File: src/rtl/mult_pkg.sv
// Shared types and constants for the sequential radix-4 Booth multiplier.
package mult_pkg;

    localparam int MULT_WIDTH_DEFAULT = 32;

    typedef enum logic [1:0] {
        IDLE = 2'd0,
        RUN  = 2'd1,
        DONE = 2'd2
    } mult_state_t;

    typedef enum logic [2:0] {
        ZERO = 3'd0,
        ADD1 = 3'd1,
        ADD2 = 3'd2,
        SUB1 = 3'd3,
        SUB2 = 3'd4
    } recode_op_t;

endpackage

File: src/rtl/booth_recode.sv
// Radix-4 Booth recoder: maps the multiplier triplet {q1, q0, q_m1} to a partial-product op.
module booth_recode
    import mult_pkg::*;
(
    input  logic [2:0]  triplet_i,
    output recode_op_t  op_o
);

    always_comb begin
        op_o = ZERO;
        case (triplet_i)
            3'b001, 3'b010: op_o = ADD1;
            3'b011:         op_o = ADD2;
            3'b100:         op_o = SUB2;
            3'b101, 3'b110: op_o = SUB1;
            default:        op_o = ZERO;
        endcase
    end

endmodule

File: src/rtl/booth_mult_seq.sv
// Sequential signed radix-4 Booth multiplier, two multiplier bits per RUN cycle.
// Optional signed-overflow flag on data_exception is built only when MULT_OVERFLOW_EN is defined.
//
// state | meaning
// IDLE  | waiting for ctrl_MULT
// RUN   | WIDTH/2 add-and-shift steps
// DONE  | one-cycle data_resultRDY pulse, result registered
module booth_mult_seq
    import mult_pkg::*;
#(
    parameter int WIDTH = MULT_WIDTH_DEFAULT
) (
    input  logic             clk,
    input  logic             reset,
    input  logic             ctrl_MULT,
    input  logic [WIDTH-1:0] data_operandA,
    input  logic [WIDTH-1:0] data_operandB,
    output logic [WIDTH-1:0] data_result,
    output logic             data_exception,
    output logic             data_resultRDY,
    output logic             busy
);

    localparam int AW = WIDTH + 2;
    localparam int CW = $clog2(WIDTH);
    localparam logic [CW-1:0] LAST_STEP = CW'(WIDTH / 2 - 1);

    mult_state_t      state_q;
    logic [CW-1:0]    cnt_q;
    logic [WIDTH-1:0] a_q;
    logic [AW-1:0]    acc_q;
    logic [WIDTH-1:0] q_q;
    logic             qm1_q;
    logic [WIDTH-1:0] result_q;
    logic             rdy_q;
    logic             busy_q;

    logic [AW-1:0]    a_ext;
    logic [AW-1:0]    addend;
    logic             cin;
    logic [AW-1:0]    sum;
    logic [AW-1:0]    acc_d;
    logic [WIDTH-1:0] q_d;
    logic             qm1_d;
    recode_op_t       op;

    booth_recode u_recode (
        .triplet_i ({q_q[1:0], qm1_q}),
        .op_o      (op)
    );

    // Subtraction is add of the inverted operand with carry-in; then shift the whole register by 2.
    always_comb begin
        a_ext  = {{2{a_q[WIDTH-1]}}, a_q};
        addend = '0;
        cin    = 1'b0;
        case (op)
            ADD1: addend = a_ext;
            ADD2: addend = a_ext << 1;
            SUB1: begin
                addend = ~a_ext;
                cin    = 1'b1;
            end
            SUB2: begin
                addend = ~(a_ext << 1);
                cin    = 1'b1;
            end
            default: addend = '0;
        endcase
        sum   = acc_q + addend + {{(AW-1){1'b0}}, cin};
        acc_d = {{2{sum[AW-1]}}, sum[AW-1:2]};
        q_d   = {sum[1:0], q_q[WIDTH-1:2]};
        qm1_d = q_q[1];
    end

`ifdef MULT_OVERFLOW_EN
    logic exc_q;
    logic exc_d;
    assign exc_d          = (acc_d[WIDTH-1:0] != {WIDTH{q_d[WIDTH-1]}});
    assign data_exception = exc_q;
`else
    assign data_exception = 1'b0;
`endif

    always_ff @(posedge clk or posedge reset) begin
        if (reset) begin
            state_q  <= IDLE;
            cnt_q    <= '0;
            a_q      <= '0;
            acc_q    <= '0;
            q_q      <= '0;
            qm1_q    <= 1'b0;
            result_q <= '0;
            rdy_q    <= 1'b0;
            busy_q   <= 1'b0;
`ifdef MULT_OVERFLOW_EN
            exc_q    <= 1'b0;
`endif
        end else begin
            rdy_q <= 1'b0;
            if (ctrl_MULT) begin
                a_q     <= data_operandA;
                acc_q   <= '0;
                q_q     <= data_operandB;
                qm1_q   <= 1'b0;
                cnt_q   <= '0;
                state_q <= RUN;
                busy_q  <= 1'b1;
            end else begin
                case (state_q)
                    RUN: begin
                        acc_q <= acc_d;
                        q_q   <= q_d;
                        qm1_q <= qm1_d;
                        cnt_q <= cnt_q + 1'b1;
                        if (cnt_q == LAST_STEP) begin
                            state_q  <= DONE;
                            busy_q   <= 1'b0;
                            rdy_q    <= 1'b1;
                            result_q <= q_d;
`ifdef MULT_OVERFLOW_EN
                            exc_q    <= exc_d;
`endif
                        end
                    end
                    DONE:    state_q <= IDLE;
                    default: state_q <= IDLE;
                endcase
            end
        end
    end

    assign data_result    = result_q;
    assign data_resultRDY = rdy_q;
    assign busy           = busy_q;

endmodule

File: config.mk
export PLATFORM = sky130hd
export DESIGN_NAME = booth_mult_seq
export DESIGN_NICKNAME = d
export VERILOG_FILES = /design/src/rtl/mult_pkg.sv /design/src/rtl/booth_recode.sv /design/src/rtl/booth_mult_seq.sv
export SDC_FILE = /design/constraint.sdc
export NUM_CORES = 1
export LEC_CHECK = 0
export CAP_MARGIN = 20
export CORE_MARGIN = 5
export CORE_UTILIZATION = 55
export CTS_CLUSTER_SIZE = 10
export DETAILED_ROUTE_END_ITERATION = 12
export PLACE_DENSITY = 0.75
export RECOVER_POWER = 50
export SYNTH_ARGS = -nofsm -noshare
export SYNTH_HDL_FRONTEND = slang
export SYNTH_SLANG_ARGS = --single-unit
export TNS_END_PERCENT = 1
File: constraint.sdc
create_clock -name clk -period 5 [get_ports clk]
set_input_delay 1 -clock clk [delete_from_list [all_inputs] [get_ports clk]]
set_output_delay 1 -clock clk [all_outputs]
set_load 0.01 [all_outputs]
# Yosys cells after proc, flatten, opt, wreduce, memory -nomap -nowiden
# Index checks and enable logic that the tools add are counted.
[op_classes] add_sub_neg=3 multipliers=0 n_div=0 magnitude_cmp=0 eq_ne=13 shifts=0 n_mux=20 bitwise_logic=3 reduce_logical=7
[ops] operator="$pmux W34 S4" n=1
[ops] operator="$mux W34" n=2
[ops] operator="$not A34 Y34" n=2
[ops] operator="$mux W32" n=2
[ops] operator="$add A34 B1 Y34" n=1
[ops] operator="$add A34 B34 Y34" n=1
[ops] operator="$eq A3 B2 Y1 const B" n=4
[ops] operator="$eq A3 B3 Y1 const B" n=4
[ops] operator="$pmux W3 S4" n=1
[ops] operator="$mux W5" n=2
[ops] operator="$mux W1" n=9
[ops] operator="$eq A3 B1 Y1 const B" n=2
[ops] operator="$mux W2" n=3
[ops] operator="$reduce_or A2 Y1" n=3
[ops] operator="$add A5 B1 Y5 const B" n=1
[ops] operator="$eq A5 B4 Y1 const B" n=1
[ops] operator="$reduce_bool A2 Y1" n=2
[ops] operator="$ne A3 B3 Y1 const B" n=1
[ops] operator="$reduce_and A3 Y1" n=1
[ops] operator="$eq A2 B1 Y1 const B" n=1
[ops] operator="$reduce_and A2 Y1" n=1
[ops] operator="$not A1 Y1" n=1
[totals] ff_bits=140 latch_bits=0 ramBits=0 mem_bits_ro=0 input_bits=67 output_inout_bits=35 memories=0

# Longest topological paths before layout
[depth] ltp_word=9 depth_mapped=15

# Hierarchy
# Synthesis repeated with hierarchy kept, for this count alone.
[unflattened] cells_unflattened=842 hier_area_um2=8214.1
[modules_own_cells] module="booth_mult_seq" n_inst=1 cells_per_inst=838 area_each_um2=8180.3
[modules_own_cells] module="booth_recode" n_inst=1 cells_per_inst=4 area_each_um2=33.8

# Worst setup path after synthesis
# No wires, ideal clock.
[synth_timing] kind="reg-to-reg" from="register q_q[1]" to="register acc_q[25]" arrival_time_ps=3620 path_slack_ps=1286 stages_incl_launch_ff=14 n_path_buf=2 period_less_slack_ps=3714 cell_sequence="dfrtp_1 buf_1 clkbuf_1 xor2_1 a221o_1 ha_1 and3_4 and3_4 a211o_4 a221o_1 a21oi_2 a31oi_1 xnor2_1 a211oi_1"
[synth_between] elab_chain_cells=9 elab_cells_between_ends=20
[synth_lines] item="from (decl)" line="booth_mult_seq.sv:32" text="logic [WIDTH-1:0] q_q;"
[synth_lines] item="from (signal assigned)" line="booth_mult_seq.sv:104" text="q_q <= data_operandB;"
[synth_lines] item="from (signal assigned)" line="booth_mult_seq.sv:113" text="q_q <= q_d;"
[synth_lines] item="$eq A3 B3 Y1, or another cell as far along" line="booth_recode.sv:11" text="case (triplet_i)"
[synth_lines] item="$reduce_or A2 Y1" line="booth_recode.sv:11"
[synth_lines] item="$pmux W3 S4 *" line="booth_recode.sv:11"
[synth_lines] item="$eq A3 B3 Y1, or another cell as far along" line="booth_mult_seq.sv:57" text="case (op)"
[synth_lines] item="$pmux W34 S4 / $reduce_or A2 Y1 (equally long branches)"
[synth_lines] item="$add A34 B34 Y34 / $mux W1 (equally long branches)" line="booth_mult_seq.sv:70, booth_mult_seq.sv:57"
[synth_lines] item="$add A34 B1 Y34 *" line="booth_mult_seq.sv:70" text="sum = acc_q + addend + {{(AW-1){1'b0}}, cin};"
[synth_lines] item="$mux W34 *" line="booth_mult_seq.sv:110" text="case (state_q)"
[synth_lines] item="$mux W34 *" line="booth_mult_seq.sv:101" text="if (ctrl_MULT) begin"
[synth_lines] item="to (signal assigned)" line="booth_mult_seq.sv:90" text="acc_q <= '0;"
[synth_lines] item="to (signal assigned)" line="booth_mult_seq.sv:103" text="acc_q <= '0;"
[synth_lines] item="to (signal assigned)" line="booth_mult_seq.sv:112" text="acc_q <= acc_d;"
[synth_lines] item="to (decl)" line="booth_mult_seq.sv:31" text="logic [AW-1:0] acc_q;"
# Mark *: on every way between the ends. The rest lies on a longest branch, timed or not. The select of a mux whose other input is x is not followed.
# A chain may end at the register's enable or synchronous reset.

# Final worst setup path
[layout_timing] from="register state_q[1]" to="register acc_q[20]"
[layout_between] elab_chain_cells=2
[layout_lines] item="from (decl)" line="booth_mult_seq.sv:28" text="mult_state_t state_q;"
[layout_lines] item="from (signal assigned)" line="booth_mult_seq.sv:87" text="state_q <= IDLE;"
[layout_lines] item="from (signal assigned)" line="booth_mult_seq.sv:107" text="state_q <= RUN;"
[layout_lines] item="from (signal assigned)" line="booth_mult_seq.sv:117" text="state_q <= DONE;"
[layout_lines] item="$eq A2 B1 Y1" line="booth_mult_seq.sv:110"
[layout_lines] item="$reduce_bool A2 Y1 (no source line)"
# No other way between the ends.

==> results.md <==
* CP arrival at 4.65 ns
* Maximum buffer depth of the clock tree at 2
* # Max-Cap Violations at 3
* Yosys reg bits at 138
* Avg Cell Area, Syn at 9.26 µm²
* Most frequent cell after synthesis: nand2_1
* Worst Tran Pin Value at 2.85 ns
* Sink Count at 138
* Critical Path RT at 5.32 ns
* Post-Route WL at 18500 µm
* Reg2Reg Setup Slack at 0.67 ns
* Largest net degree at the start of global routing at 84
* Max-slew violations at 146
* Max Freq at 231 MHz
* Final Util at 67.6%
* Pint at 2.63 mW
* Crit. End Element: flop
* DP HPWL at 12300 µm
* Total gr overflow at 0
* Sequential element share of the synthesized area at 43.0%
* Sequential Power Share at 34.7%
* Net Count, Synth at 969
* Post-synth top cells: nand2_1, dfrtp_1, nor2_1, a21oi_1, o21ai_0
* First-pass GRT wire length at 31600 µm
* Vias per cell at 5.75
* Htree depth at 4
* Crit path from: state_q[1]$_DFFE_PP0P_
* Skew-Pair Late Insertion Delay at 0.43 ns
* Combinational Power Share at 35.6%
* CTS clk-pin slew, worst paths at 0.06 ns
* RSZ-0062 raised after global routing: false
* Distinct cells, synth at 64
* Die Height at 131 µm
* Hold Crit Depth at 2
* Main area contributors after synthesis: dfrtp_1, nand2_1, ha_1, mux2_2, xor2_1
* Clock share of power at 29.8%
* Routed WL per cell at 16.2 µm
* Via Count at 6568
* Root buf cell: clkbuf_16
* Initial antenna violation count at 0
* Share of layout cells above drive strength 1 at 9.91%
* Post-CTS Setup Repair Bufs at 0
* Initial DRC count at 409
* Antenna Diode Count at 0
* CTS tree: yes
* Tmin final at 4.33 ns
* Final non-filler cell total at 1143
* Outcome: finished, violations left
* CTS Buf Count at 17
* Final period util at 86.6%
* Leak at 4.59 nW
* Num ports at 102
* Core Box Area at 14400 µm²
* Peak supply drop at 0.000255 V
* Total track usage at 23.0%
* DR pass1 iterations at 6
* Final Hold Viols at 0
* Area share of the largest cell type after synthesis at 43.0%
* PortBufs at 100
* FF-to-FF End: acc_q[20]$_DFFE_PP0N_
* Cells on worst reg2reg path at 6
* P_sw at 1.50 mW
* Post-cts resize count at 0
* Startpoint Class: flop
* Switch share at 36.3%
* PwrDens at 424 nW/µm²
* Dpl cells at 1110
* Final antenna-violating net count at 0
* Hold_buf cts at 0
* Die width at 131 µm
* WS Path Type: flop to flop
* Residual DRC at 0
* Initial Util at 55.6%
* Number of synthesized flops with an enable pin at 0
* Hold_ws at 0.471 ns
* FF-to-FF Start: state_q[1]$_DFFE_PP0P_
* Nets@finish at 1049
* Post-synthesis instance total at 866
* Failing checks: capacitance limit, slew limit
* Layout area overhead at 21.6%
* End of the critical path: acc_q[20]$_DFFE_PP0N_
* Vias in the first global route at 6333
* Synth Flop Type: dfrtp_1
* Setup_tns at 0 ns
* Die ar. at 17100 µm²
* Post-Syn Area at 8020 µm²
* Ys async rst share at 100%
* Final setup vio count at 0
* Worst slew margin at -89.8%
* Num rows at 44
* Worst Skew at 0.00811 ns
* HP Class: flop to flop
* Total number of yosys warnings at 0
* Crit-path max FO at 51
* Largest area contributor in the netlist: dfrtp_1
* GPL Wtd Cong at 0.898
## per-layer routing
| metal | routed length [µm] | share of wire (%) | track usage, % | up-vias |
|---|---|---|---|---|
| met3 | 1040 | 5.6 | 4.55 | 25 |
| met1 | 8610 | 47 | 32.6 | 3127 |
| met2 | 8550 | 46 | 36.2 | 181 |
| met5 | 0 | 0 | 0 | - |
| li1 | - | - | - | 3235 |
| met4 | 282 | 1.5 | 6.23 | 0 |
## layout by cell type (no fill, tap or decap), types with 6 or more instances in the layout
cell type        instances
a21o_1                  13
a21oi_1                 52
a221o_1                 33
a31oi_1                  7
and3_1                   9
buf_4                    9
clkbuf_16               17
clkdlybuf4s50_1         98
dfrtp_1                137
ha_1                    34
inv_1                   12
inv_6                    6
mux2_2                  32
mux2i_1                 31
nand2_1                186
nand3_1                 10
nor2_1                  55
nor3_1                   8
o21ai_0                 51
o21ai_1                  8
xnor2_1                 12
xor2_1                  38
## registers in the layout, summed over array words and instances, names as in the netlist
| name | flops |
|---|---|
| a_q | 32 |
| acc_q | 32 |
| busy | 1 |
| cnt_q | 5 |
| data_result | 32 |
| data_resultRDY | 1 |
| q_q | 32 |
| qm1_q | 1 |
| state_q | 2 |
## worst min-delay path by stage
stage | start | end | slack, ns
2_1_floorplan | q_q[2]$_DFFE_PP0N_ | data_result[0]$_DFFE_PP0P_ | 0.46
5_1_grt | data_result[21]$_DFFE_PP0P_ | data_result[21]$_DFFE_PP0P_ | 0.50
3_3_place_gp | data_result[29]$_DFFE_PP0P_ | data_result[29]$_DFFE_PP0P_ | 0.46
6_report | data_result[23]$_DFFE_PP0P_ | data_result[23]$_DFFE_PP0P_ | 0.47
4_1_cts | data_result[23]$_DFFE_PP0P_ | data_result[23]$_DFFE_PP0P_ | 0.48
3_5_place_dp | data_result[8]$_DFFE_PP0P_ | data_result[8]$_DFFE_PP0P_ | 0.46
## per-stage QoR
| step | worst slack (ns) | total power [mW] | cell area [µm²] |
|---|---|---|---|
| floorplan | 0.304 | 2.57 | 8020 |
| global placement | 1.21 | 2.88 | 9170 |
| detailed placement | 1.08 | 2.90 | 9170 |
| CTS | 1.08 | 4.15 | 9740 |
| global route | 0.412 | 4.42 | 9750 |
| finish | 0.672 | 4.13 | 9750 |
## cell families after synthesis
kind of cell             synth area share, %
AO/OA/AOI/OAI                           17.6
XOR/XNOR                                5.57
adder cells (fa/ha/maj)                 5.80
buffers and inverters                   3.18
flip-flops                              43.0
multiplexers                            8.36
other                                 0.0467
AND/OR/NAND/NOR                         16.4
## area by class of cell
class / count / area (µm²)
inverters: 14 / 57.6
clock buffers: 17 / 425
fillers: 1173 / 4670
flip-flops and latches: 138 / 3450
multi-input cells: 662 / 4330
repair buffers: 113 / 1100
well taps: 184 / 230
clock inverters: 15 / 150
## power by group through the flow
stage | registers (mW) | clock network [mW] | logic [mW]
6_report | 1.43 | 1.23 | 1.47
5_1_grt | 1.46 | 1.30 | 1.66
4_1_cts | 1.43 | 1.25 | 1.47
3_5_place_dp | 1.45 | 0 | 1.45
3_3_place_gp | 1.45 | 0 | 1.44
2_1_floorplan | 1.40 | 0 | 1.16
## worst max-delay path, cell delays in order, from the launching register on
cell and delay (ns):
dfrtp_1 0.41, nor2b_4 0.10, clkbuf_1 2.01, nand2_1 0.61
or4b_2 0.80, a31o_1 0.21, o311ai_1 0.06
(Power assumes the default switching activity.)
